## src/rtl/cdb_arbiter.sv

```systemverilog
// cdb_arbiter: four-way common data bus arbiter with round-robin priority,
// starvation-driven urgency and a registered one-cycle broadcast stage.
module cdb_arbiter #(
    parameter int DATA_W   = 32,
    parameter int TAG_W    = 6,
    parameter int MAX_WAIT = 7
) (
    input  logic                   clk,
    input  logic                   rst,
    input  logic                   flush,
    input  logic [3:0]             req,
    input  logic [3:0][TAG_W-1:0]  tag_i,
    input  logic [3:0][DATA_W-1:0] data_i,
    output logic [3:0]             gnt,
    output logic                   cdb_valid,
    output logic [TAG_W-1:0]       cdb_tag,
    output logic [DATA_W-1:0]      cdb_data
);
    logic [1:0]      ptr, idx, rr_idx, urg_idx, cand;
    logic [3:0][3:0] wait_cnt;
    logic [3:0]      urgent;

    always_comb begin
        urgent  = '0;
        rr_idx  = ptr;
        urg_idx = 2'd0;
        cand    = ptr;
        for (int i = 0; i < 4; i++) urgent[i] = req[i] && wait_cnt[i] == 4'(MAX_WAIT);
        // descending scans so the closest-to-pointer / lowest-index hit lands last
        for (int k = 3; k >= 0; k--) begin
            cand = ptr + 2'(k);
            rr_idx = req[cand] ? cand : rr_idx;
        end
        for (int i = 3; i >= 0; i--) urg_idx = urgent[i] ? 2'(i) : urg_idx;
        idx = |urgent ? urg_idx : rr_idx;
        gnt = (rst && !flush && |req) ? 4'b0001 << idx : 4'b0000;
    end

    always_ff @(posedge clk or negedge rst) begin
        if (!rst) begin
            ptr       <= 2'd0;
            wait_cnt  <= '0;
            cdb_valid <= 1'b0;
            cdb_tag   <= '0;
            cdb_data  <= '0;
        end else begin
            cdb_valid <= |gnt;
            if (|gnt) begin
                ptr      <= idx + 2'd1;
                cdb_tag  <= tag_i[idx];
                cdb_data <= data_i[idx];
            end
            for (int i = 0; i < 4; i++)
                wait_cnt[i] <= (flush || gnt[i] || !req[i]) ? 4'd0 :
                               (wait_cnt[i] == 4'(MAX_WAIT)) ? wait_cnt[i] : wait_cnt[i] + 4'd1;
        end
    end
endmodule
```

## config.mk

```make
export PLATFORM = sky130hd
export DESIGN_NAME = cdb_arbiter
export DESIGN_NICKNAME = d
export VERILOG_FILES = /design/src/rtl/cdb_arbiter.sv
export SDC_FILE = /design/constraint.sdc
export NUM_CORES = 1
export LEC_CHECK = 0
export CAP_MARGIN = 5
export CORE_MARGIN = 8
export CORE_UTILIZATION = 43
export CTS_BUF_LIST = sky130_fd_sc_hd__clkbuf_16
export CTS_CLUSTER_DIAMETER = 30
export CTS_CLUSTER_SIZE = 28
export DETAILED_ROUTE_END_ITERATION = 7
export GPL_TIMING_DRIVEN = 0
export HOLD_SLACK_MARGIN = 0.15
export PLACE_DENSITY = 0.89
export SLEW_MARGIN = 20
export SYNTH_ARGS = -nofsm -noshare
export SYNTH_HDL_FRONTEND = slang
export SYNTH_SLANG_ARGS = --single-unit
```

## constraint.sdc

```tcl
create_clock -name clk -period 5.6 [get_ports clk]
set_input_delay 0.84 -clock clk [delete_from_list [all_inputs] [get_ports clk]]
set_output_delay 0.84 -clock clk [all_outputs]
set_load 0.1 [all_outputs]
```

==> summary.md, run 1 <==
| Metric | Value |
|---|---|
| Outcome | `complete, no violations` |
| Fin. max-slew vios | `0` |
| Final worst-path cycle share | `0.8784` |
| Die ar. | `around 12,000 sq um` |
| Synth Warn # | `0` |
| Detailed Route WL | `between 10,000 and 15,000 microns` |
| Pwr/cell area | `509.8 nW/um^2` |
| Post-place instance area | `approximately 6000 sq um` |
| Yosys reg bits | `between 50 and 60` |
| Peak VDD IR | `between 0.3 and 0.4 mV` |
| Headroom to the max-slew limit | `0.3149` |
| Unrepaired setup endpoints after global routing | `false` |
| Largest net degree at the start of global routing | `59` |
| Commonest cells after routing, fill and taps aside | `clkdlybuf4s50_1 (199), o211ai_1 (76), dfrtp_1 (57)` |
| Switch Pwr | `approximately 1.6 mW` |
| Reg power frac | `0.197` |
| Slowest cell on crit path | `clkdlybuf4s50_1` |
| CTS Sinks | `57` |
| Clk_skew | `0.005511 ns` |
| Core Area | `about 8600 sq um` |
| CTS tree | `yes` |
| Fmax | `slightly above 0.2 GHz` |
| Mapped cell area | `between 3000 and 4000 sq um` |
| Placer congestion estimate | `around 0.86` |
| Avg Cell Area, Syn | `about 10 sq um` |
| Most numerous cell on the critical path | `clkdlybuf4s50_1` |
| Vias in the first global route | `between 4,000 and 5,000` |
| Critical Path End Type | `output port` |
| Area growth syn-to-layout | `65.26%` |
| Post-route ant nets | `0` |
| Clk pwr share | `0.180` |
| Cell count after synthesis | `~380` |
| Clk Latency, worst-skew pair | `roughly 0.33 ns` |
| Total setup buffers inserted after CTS | `0` |
| Final Instance Area | `approximately 6300 sq um` |
| Crit path DAT | `between 4 and 5 ns` |
| LEAKAGE | `about 2.5 nW` |
| Nets | `758` |
| Post-CTS sizing | `0` |
| Hold crit path type | `input port to async pin` |
| Initial antenna violation count | `0` |
| Setup WS post-layout | `between 0.6 and 0.7 ns` |
| Commonest non-fill, non-tap cell in the layout | `clkdlybuf4s50_1` |
| Sw Ratio | `0.5116` |
| Gr ovfl total | `0` |
| Syn_nets | `546` |
| CTS Buf Count | `9` |
| Logic pwr share | `0.623` |
| All-Layer GR Usage | `0.2354` |
| Internal power | `between 1.5 and 2 mW` |
| Post-route DRC violation count | `0` |
| DRT iter0 DRCs | `approximately 210` |
| Crit path time final | `around 4.9 ns` |
| Post-synthesis sequential area ratio | `0.3765` |
| Max stage delay on crit path | `between 1 and 1.5 ns` |
| Fin Hold WS | `0.5023 ns` |
| Slew @ Worst Pin | `~1.0 ns` |
| Setup violators final | `0` |
| Synth cell types | `40` |
| Final hold viol count | `0` |
| Die Ht | `around 110 microns` |
| DRT Pass-1 Iters | `5` |
| H-tree depth | `3` |
| Post-Route Setup TNS | `0 ns` |
| CP Class | `input port to output port` |
| Row count | `34` |
| Worst setup SP type | `input port` |
| CTS Buffer Depth | `2` |
| Share of post-route cells with drive strength above 1 | `0.1733` |
| Die Wd | `109.9 microns` |
| Final Power | `roughly 3.2 mW` |
| Drt wl/cell | `roughly 20 microns` |
| Crit-path cells | `clkdlybuf4s50_1 > inv_2 > or2_2 > a311oi_2 > nand2_1 > clkbuf_1 > nor2_1 > clkdlybuf4s50_1` |
| Io pins | `approximately 200` |
| Hold bufs inserted after CTS | `0` |
| First-pass GRT wire length | `approximately 22,000 microns` |
| Number of port buffers | `200` |
| Post-DR vias/cell | `roughly 5.7` |
| Initial Util | `0.4387` |
| Critical Path RT | `4.76 ns` |
| CTS Root Cell | `clkbuf_16` |
| Crit Path Max Fanout | `10` |
| DR vias | `between 4,000 and 5,000` |
| # diodes | `0` |
| DP HPWL | `approximately 11,000 microns` |
| Clock transition at path regs | `about 0.050 ns` |
| Dpl ws | `about 0.65 ns` |
| Max-Cap Viols | `0` |
## cell usage after synthesis, drive strengths merged
library cell | count | area (sq um)
or2 | 1 | 6.260
dfrtp | 57 | 1426
xnor2 | 3 | 26.28
o221a | 38 | 427.9
xor2 | 2 | 17.52
nand2b | 2 | 12.51
nor2b | 2 | 12.51
inv | 41 | 153.9
and3b | 4 | 35.03
nand2 | 3 | 11.26
o21ai | 8 | 40.04
o31ai | 1 | 7.510
nand3 | 8 | 40.04
o21bai | 2 | 15.01
nor4 | 1 | 6.260
a211o | 3 | 26.28
o211ai | 76 | 570.6
o22ai | 1 | 6.260
ha | 4 | 50.05
o21a | 1 | 7.510
a311oi | 1 | 15.01
a21oi | 7 | 35.03
a2bb2oi | 1 | 8.760
nor3b | 1 | 7.510
nand3b | 2 | 15.01
nor2 | 22 | 82.58
clkbuf | 19 | 71.32
nor3 | 5 | 25.02
and2 | 4 | 25.02
a311o | 1 | 10.01
mux2 | 38 | 427.9
a22o | 2 | 17.52
mux2i | 4 | 40.04
buf | 18 | 108.9
## through the flow
| stage | std cells | utilization |
|---|---|---|
| 2_1_floorplan | 383 | - |
| 3_3_place_gp | 691 | 0.6862 |
| 3_5_place_dp | 692 | 0.6891 |
| 4_1_cts | 708 | 0.7250 |
| 5_1_grt | 708 | 0.7250 |
| 6_report | 708 | 0.7250 |
## power groups by stage
stage                     logic, mW  registers (mW)  clock network, mW
after global placement         1.96           0.624                  0
after floorplan               0.552            1.51                  0
final                          1.99           0.628              0.574
after detailed placement       1.99           0.629                  0
after CTS                      2.00           0.626              0.578
after global routing           2.07           0.641              0.605
## flip-flops by register name (all words and copies together) (netlist names)
signal / count
cdb_data: 32
cdb_valid: 1
ptr: 2
cdb_tag: 6
wait_cnt: 16
## worst paths after layout
path	startpoint	end	slack, ns	depth (start not counted)
worst max-delay path	req[2]	gnt[2]	0.68	8
worst min-delay path	rst	cdb_data[20]	0.50	2
min in group clk	cdb_data[24]	cdb_data[24]	0.56	1
worst min register to register	cdb_data[24]	cdb_data[24]	0.56	1
worst max register to register	wait_cnt[4]	cdb_data[17]	2.93	9
max in group asynchronous	rst	cdb_data[9]	4.85	2
## per-layer routing
layer / share of wire / track usage / wire [microns] / vias up
met1: 0.36 / 0.2519 / 5220 / 1906
met2: 0.50 / 0.4037 / 7153 / 201
met4: 0.029 / 0.1167 / 415 / 0
met3: 0.11 / 0.08265 / 1555 / 35
met5: 0 / 0 / 0 / -
li1: - / - / - / 1887
## area by class of cell
type / instances / area (sq um)
Sequential cell: 57 / 1426
Clock buffer: 9 / 225.2
Inverter: 41 / 153.9
Fill cell: 660 / 2375
Multi-Input combinational cell: 248 / 2028
Timing Repair Buffer: 201 / 2027
Buffer: 37 / 180.2
Tap cell: 108 / 135.1
Clock inverter: 7 / 85.08
## worst max-delay path, delay by kind of cell
family | cells | cell delay, ns
buffers and inverters | 4 | 2.14
AO/OA/AOI/OAI | 1 | 0.36
AND/OR/NAND/NOR | 3 | 0.73
## logic make-up (layout without fill, tap and decap cells)
logic type | Yosys count | count (layout) | synth area share
xor gates and xnor gates | 5 | 5 | 0.01156
buffers and inverters | 78 | 295 | 0.08818
muxes | 42 | 42 | 0.1235
and+or+nand+nor | 55 | 55 | 0.07364
AOI/OAI and AO/OA | 142 | 142 | 0.3134
DFF | 57 | 57 | 0.3765
adders and majority gates | 4 | 4 | 0.01321
No activity file was read; power rests on OpenSTA's default activity.
==> run 2, diff against run 1 <==
- CAP_MARGIN: 5 -> unset
==> results of run 2 <==
Final layout, timing and power as in run 1 (identical DEF).
